[config.mk]
export PLATFORM = sky130hd
export DESIGN_NAME = shield_monitor_flat
export DESIGN_NICKNAME = d
export VERILOG_FILES = /design/src/rtl/shield_mon_pkg.sv /design/src/rtl/shield_monitor_if.sv /design/src/rtl/shield_evt_fifo.sv /design/src/rtl/shield_monitor.sv /design/src/flat_wrapper.sv
export SDC_FILE = /design/constraint.sdc
export NUM_CORES = 1
export LEC_CHECK = 0
export ABC_AREA = 1
export BUFFER_PORTS_ARGS = -buffer_cell sky130_fd_sc_hd__buf_2
export CORE_ASPECT_RATIO = 0.8
export CORE_UTILIZATION = 60
export DETAILED_ROUTE_END_ITERATION = 12
export PLACE_DENSITY = 0.89
export SLEW_MARGIN = 30
export SYNTH_ARGS = -nofsm -noshare
export SYNTH_HDL_FRONTEND = slang
export SYNTH_SLANG_ARGS = --single-unit
[constraint.sdc]
create_clock -name clock -period 4.7 [get_ports clock]
set_clock_uncertainty 0.05 [all_clocks]
set_input_delay 0.705 -clock clock [delete_from_list [all_inputs] [get_ports clock]]
set_output_delay 0.705 -clock clock [all_outputs]
set_load 0.02 [all_outputs]
[src/rtl/shield_mon_pkg.sv]
// Shared record layout and constants for the shield monitor.
// The event record captures the environment input, proposed and corrected actions.
package shield_mon_pkg;

    localparam int EVT_W        = 7;
    localparam int EVT_U1       = 6;
    localparam int EVT_PROP_LSB = 3;
    localparam int EVT_CORR_LSB = 0;

    // Field order matches the offsets above: [6] u1, [5:3] proposed, [2:0] corrected.
    typedef struct packed {
        logic       u1;
        logic [2:0] prop;
        logic [2:0] corr;
    } shield_evt_t;

endpackage

[src/rtl/shield_monitor_if.sv]
// Valid/ready channel carrying override records from the monitor to the host.
interface shield_monitor_if;
    import shield_mon_pkg::*;

    logic        evt_valid;
    logic        evt_ready;
    shield_evt_t evt_data;

    modport master (output evt_valid, output evt_data, input evt_ready);
    modport slave  (input evt_valid, input evt_data, output evt_ready);

endinterface

[src/rtl/shield_evt_fifo.sv]
// Synchronous event FIFO with async reset and synchronous flush.
// Head data comes straight from storage, so there is no path from pop to outputs.
module shield_evt_fifo
    import shield_mon_pkg::*;
#(
    parameter int DEPTH = 4
) (
    input  logic        clock,
    input  logic        reset_n,
    input  logic        flush,
    input  logic        push,
    input  logic        pop,
    input  shield_evt_t push_data,
    output logic        full,
    output logic        empty,
    output shield_evt_t head_data
);

    localparam int AW = $clog2(DEPTH);
    localparam logic [AW:0] FULL_CNT = (AW + 1)'(DEPTH);

    shield_evt_t     mem_reg [DEPTH];
    logic [AW-1:0]   wr_ptr_reg, wr_ptr_next;
    logic [AW-1:0]   rd_ptr_reg, rd_ptr_next;
    logic [AW:0]     count_reg, count_next;
    logic            do_push, do_pop;

    assign full  = (count_reg == FULL_CNT);
    assign empty = (count_reg == '0);

    // A pop frees the slot in the same cycle, so a full FIFO still accepts a push alongside it.
    assign do_pop  = pop && !empty && !flush;
    assign do_push = push && !flush && (!full || do_pop);

    always_comb begin
        wr_ptr_next = wr_ptr_reg;
        rd_ptr_next = rd_ptr_reg;
        count_next  = count_reg;
        if (flush) begin
            wr_ptr_next = '0;
            rd_ptr_next = '0;
            count_next  = '0;
        end else begin
            if (do_push) wr_ptr_next = wr_ptr_reg + AW'(1);
            if (do_pop)  rd_ptr_next = rd_ptr_reg + AW'(1);
            case ({do_push, do_pop})
                2'b10:   count_next = count_reg + (AW + 1)'(1);
                2'b01:   count_next = count_reg - (AW + 1)'(1);
                default: count_next = count_reg;
            endcase
        end
    end

    always_ff @(posedge clock or negedge reset_n) begin
        if (!reset_n) begin
            wr_ptr_reg <= '0;
            rd_ptr_reg <= '0;
            count_reg  <= '0;
        end else begin
            wr_ptr_reg <= wr_ptr_next;
            rd_ptr_reg <= rd_ptr_next;
            count_reg  <= count_next;
        end
    end

    always_ff @(posedge clock) begin
        if (do_push) mem_reg[wr_ptr_reg] <= push_data;
    end

    assign head_data = empty ? '0 : mem_reg[rd_ptr_reg];

endmodule

[src/rtl/shield_monitor.sv]
// Passive observer of the safety shield: counts steps and overrides, queues
// override records, and flags intervention streaks and dropped records.
module shield_monitor
    import shield_mon_pkg::*;
#(
    parameter int CNT_W        = 16,
    parameter int FIFO_DEPTH   = 4,
    parameter int STREAK_LIMIT = 3
) (
    input  logic             clock,
    input  logic             reset_n,
    input  logic             enable,
    input  logic             clear,
    input  logic             u1,
    input  logic             l1,
    input  logic             l2,
    input  logic             l3,
    input  logic             l1__1,
    input  logic             l2__1,
    input  logic             l3__1,
    shield_monitor_if.master evt,
    output logic [CNT_W-1:0] step_count,
    output logic [CNT_W-1:0] ovr_count,
    output logic             streak_alarm,
    output logic             overflow
);

    localparam int STREAK_W = $clog2(STREAK_LIMIT + 1);
    localparam logic [STREAK_W-1:0] STREAK_MAX = STREAK_W'(STREAK_LIMIT);
    localparam logic [CNT_W-1:0]    CNT_MAX    = '1;

    logic [2:0]          prop, corr, diff;
    logic                override, sample, push, pop_req, pop_fire;
    logic                fifo_full, fifo_empty;
    shield_evt_t         rec;
    logic [CNT_W-1:0]    step_reg, step_next;
    logic [CNT_W-1:0]    ovr_reg, ovr_next;
    logic [STREAK_W-1:0] streak_reg, streak_next;
    logic                overflow_reg, overflow_next;

    assign prop = {l3, l2, l1};
    assign corr = {l3__1, l2__1, l1__1};

    generate
        for (genvar gi = 0; gi < 3; gi++) begin : g_diff
            assign diff[gi] = prop[gi] ^ corr[gi];
        end
    endgenerate

    assign override = |diff;
    assign sample   = enable && !clear;
    assign push     = sample && override;
    assign pop_req  = evt.evt_ready && !clear;
    assign pop_fire = pop_req && evt.evt_valid;
    assign rec      = '{u1: u1, prop: prop, corr: corr};

    shield_evt_fifo #(
        .DEPTH(FIFO_DEPTH)
    ) u_fifo (
        .clock    (clock),
        .reset_n  (reset_n),
        .flush    (clear),
        .push     (push),
        .pop      (pop_req),
        .push_data(rec),
        .full     (fifo_full),
        .empty    (fifo_empty),
        .head_data(evt.evt_data)
    );

    assign evt.evt_valid = !fifo_empty;

    always_comb begin
        step_next     = step_reg;
        ovr_next      = ovr_reg;
        streak_next   = streak_reg;
        overflow_next = overflow_reg;
        if (clear) begin
            step_next     = '0;
            ovr_next      = '0;
            streak_next   = '0;
            overflow_next = 1'b0;
        end else if (enable) begin
            if (step_reg != CNT_MAX) step_next = step_reg + CNT_W'(1);
            if (override) begin
                if (ovr_reg != CNT_MAX)       ovr_next    = ovr_reg + CNT_W'(1);
                if (streak_reg != STREAK_MAX) streak_next = streak_reg + STREAK_W'(1);
                // Record is lost only when no slot frees up this cycle.
                if (fifo_full && !pop_fire)   overflow_next = 1'b1;
            end else begin
                streak_next = '0;
            end
        end
    end

    always_ff @(posedge clock or negedge reset_n) begin
        if (!reset_n) begin
            step_reg     <= '0;
            ovr_reg      <= '0;
            streak_reg   <= '0;
            overflow_reg <= 1'b0;
        end else begin
            step_reg     <= step_next;
            ovr_reg      <= ovr_next;
            streak_reg   <= streak_next;
            overflow_reg <= overflow_next;
        end
    end

    assign step_count   = step_reg;
    assign ovr_count    = ovr_reg;
    assign streak_alarm = (streak_reg == STREAK_MAX);
    assign overflow     = overflow_reg;

endmodule

[src/flat_wrapper.sv]
// flat-port wrapper written by rule: the top's interface ports become plain ports
module shield_monitor_flat import shield_mon_pkg::*;
#(
    parameter int CNT_W        = 16,
    parameter int FIFO_DEPTH   = 4,
    parameter int STREAK_LIMIT = 3
)
  (clock, reset_n, enable, clear, u1, l1, l2, l3, l1__1, l2__1, l3__1, step_count, ovr_count, streak_alarm, overflow, evt_evt_valid, evt_evt_data, evt_evt_ready);
  shield_monitor_if evt_i ();
  input  logic clock;
  input  logic reset_n;
  input  logic enable;
  input  logic clear;
  input  logic u1;
  input  logic l1;
  input  logic l2;
  input  logic l3;
  input  logic l1__1;
  input  logic l2__1;
  input  logic l3__1;
  output logic [CNT_W-1:0] step_count;
  output logic [CNT_W-1:0] ovr_count;
  output logic streak_alarm;
  output logic overflow;
  output wire logic [$bits(evt_i.evt_valid)-1:0] evt_evt_valid;
  output wire logic [$bits(evt_i.evt_data)-1:0] evt_evt_data;
  input wire logic [$bits(evt_i.evt_ready)-1:0] evt_evt_ready;
  assign evt_evt_valid = evt_i.evt_valid;
  assign evt_evt_data = evt_i.evt_data;
  assign evt_i.evt_ready = evt_evt_ready;
  shield_monitor #(.CNT_W(CNT_W), .FIFO_DEPTH(FIFO_DEPTH), .STREAK_LIMIT(STREAK_LIMIT)) u_core (.clock(clock), .reset_n(reset_n), .enable(enable), .clear(clear), .u1(u1), .l1(l1), .l2(l2), .l3(l3), .l1__1(l1__1), .l2__1(l2__1), .l3__1(l3__1), .evt(evt_i), .step_count(step_count), .ovr_count(ovr_count), .streak_alarm(streak_alarm), .overflow(overflow));
endmodule
==> run metrics <==
outcome finished, final reports clean; met3 Track Usage GR 7.66%; Yosys top cell by area dfrtp_1; worst reg2reg startpoint u_core.ovr_count[0]; met1 GRT Util 40.8%; Final Max Slew Viols 0; Pre-antenna DRT Iters 8; top-area cell type share of the netlist area 27.1%; DR vias/cell 5.55; wire length per cell 14.6 um; P_int 1.04 mW; Cell Area, Synth 3870 um^2; slowest cell delay on critical path 730 ps; Post-DP HPWL 6.13 mm; Slew @ Worst Pin 724 ps; Most used DFF post-synth dfrtp_1; Tot GR Track Use 28.2%; standard-cell rows 25; Syn Nets 495; global route total overflow 0; Worst path slowest cell dfrtp_1; commonest cells in the netlist 115 x nand2_1, 69 x nor2_1, 46 x inv_1, 42 x dfrtp_1, 39 x nand3_1; Die Y 73.9 um; Post-synth ARST share 60.0%; cell with the most instances after synthesis nand2_1; clock buffer depth 2; FILL cells 448; clk_lat worst skew 360 ps; fin crit share 57.8%; RSZ-0062 raised after global routing false; Power Dens Cells 339 nW/um^2; CTS buffer count 9; htree depth 3; Initial Utilization 63.8%; Placed Cells 597; Arrival @ worst endpoint 1960 ps; setup TNS 0 ps; switching share of power 30.5%; Yosys Warn Count 0; Max VDD drop 0.201 mV; port bufs 53; die area 6780 um^2; max-cap violation count 0; Seq/Total Area, Yosys 48.8%; Slew HR 51.6%; combinational share of power 16.7%; Final #Nets 547; Setup crit end evt_evt_data[1]; Hold Crit Class primary input to asynchronous set/reset pin; hold_ws 271 ps; Hold Violations, Final 0; Crit Path Max Fanout 18; CTS tree built; met2 Use GR 41.9%; crit path capture type output port; R2R setup slack 2350 ps; Reg power frac 46.7%; Post-CTS Setup Bufs 0; Psw 454 uW; cells after synthesis 475; crit path launch u_core.u_fifo.rd_ptr_reg[0]; initial antenna violation count 0; vias post-DR 3404; clock share of power 36.6%; WL final 8.94 mm; layout cell share with drive strength beyond 1 17.3%; crit-path cells inv_2 > o21ai_0 > a21oi_1 > buf_2; # setup viols final 0; core area 6070 um^2; Yosys reg bits 70; largest net degree at the start of global routing 43; CTS sink count 70; Root Driver clkbuf_8; gpl congestion 0.905; Post-synth EDFFs 28; antenna cell count 0; Crit Path Class register to output port; Reg clk slew, reported paths 80 ps; r2r endpoint u_core.ovr_count[5]; max FFs per register 28; Routed Antenna Nets 0; IO Pins 54; Crit path required time 3940 ps; non-filler cells, final 613; Die X 91.8 um; # DRC 0; Tot Pwr 1.49 mW; # resized after CTS 0; area added between synthesis and finish 13.3%; Register-to-Register Path Depth 8; Startpoint Class register; gr busiest metal met2; P_leak 2.01 nW; first-pass GRT wire length 14.5 mm; CTS Hold Bufs 0; Iteration-0 DRC Markers 297; vias in the first global route 3012; Cell variety after synth 34; fmax 0.368 GHz; syn_area_per_cell 8.16 um^2; main area contributors after synthesis dfrtp_1 27%, edfxtp_1 22%, nand2_1 11%, nor2_1 6.7%, nand3_1 5.0%; crit path time final 2720 ps
-- critical path: cells and delay by family (launching register included) --
family,cells,cell delay (ps)
compound gates,2,460
buf+inv,2,400
flops,1,730
-- layout by cell type (no fill, tap or decap) --
master / instances
clkbuf_8: 9
inv_6: 2
buf_2: 52
o21ai_2: 4
bufinv_16: 2
nand4_1: 16
nor2_2: 3
clkinv_2: 1
dfrtp_1: 42
nor3b_1: 1
nor2_4: 2
edfxtp_1: 28
nand4_2: 1
o21a_1: 1
a31oi_1: 1
inv_2: 2
ha_1: 7
clkinv_1: 1
nand2_2: 6
fa_1: 1
o21ai_4: 1
nor2_1: 69
nor3_4: 1
nor3_1: 11
nand3_1: 39
o21bai_1: 1
a21oi_1: 9
o21ai_0: 33
xnor2_1: 5
inv_1: 46
nand2_1: 115
xor2_1: 10
clkinvlp_4: 3
o21ai_1: 4
buf_4: 2
a31o_2: 1
-- power groups by stage --
stage                     Sequential, mW  Clock, mW  Combinational (mW)
final                              0.696      0.545               0.249
after global routing               0.700      0.573               0.274
after CTS                          0.695      0.549               0.247
after detailed placement           0.706          0               0.242
after global placement             0.705          0               0.236
after floorplan                    0.700          0               0.172
-- area by class of cell --
class	instances	area, um^2	share of cell area, %
clock buffer	9	124	2.82
timing repair buffer	54	275	6.27
inverter	50	193	4.39
multi-input combinational	342	1710	38.9
tap	81	101	2.31
sequential	70	1890	43.1
clock inverter	7	96.3	2.20
-- worst min-delay path by stage --
stage | startpoint | end | slack [ps]
6_report | reset_n | u_core.u_fifo.count_reg[1] | 270
5_1_grt | reset_n | u_core.u_fifo.count_reg[1] | 310
4_1_cts | u_core.overflow | u_core.overflow | 450
3_5_place_dp | u_core.overflow | u_core.overflow | 440
3_3_place_gp | u_core.overflow | u_core.overflow | 450
2_1_floorplan | reset_n | u_core.overflow | 360
-- through the flow --
step	instance area, um^2	util, %	setup slack (ps)
after floorplan	3870	-	2470
after global placement	4170	68.6	1850
after detailed placement	4170	68.6	1720
after CTS	4390	72.3	2010
after global routing	4390	72.3	1840
final	4390	72.3	1980
-- layer usage --
layer | vias up | routed length, um
met5 | - | 0
met4 | 0 | 164
met3 | 14 | 905
met2 | 184 | 3920
met1 | 1544 | 3960
li1 | 1662 | -
-- kinds of logic after synthesis --
| kind of cell | count (synthesis) | share of synthesized area [%] |
|---|---|---|
| AND/OR/NAND/NOR | 264 | 29.8 |
| flip-flops | 70 | 48.8 |
| buffers and inverters | 63 | 7.11 |
| AO/OA/AOI/OAI | 55 | 8.04 |
| XOR/XNOR | 15 | 3.39 |
| adder cells (fa/ha/maj) | 8 | 2.78 |
Note: power is estimated with default switching activity, not from simulation.
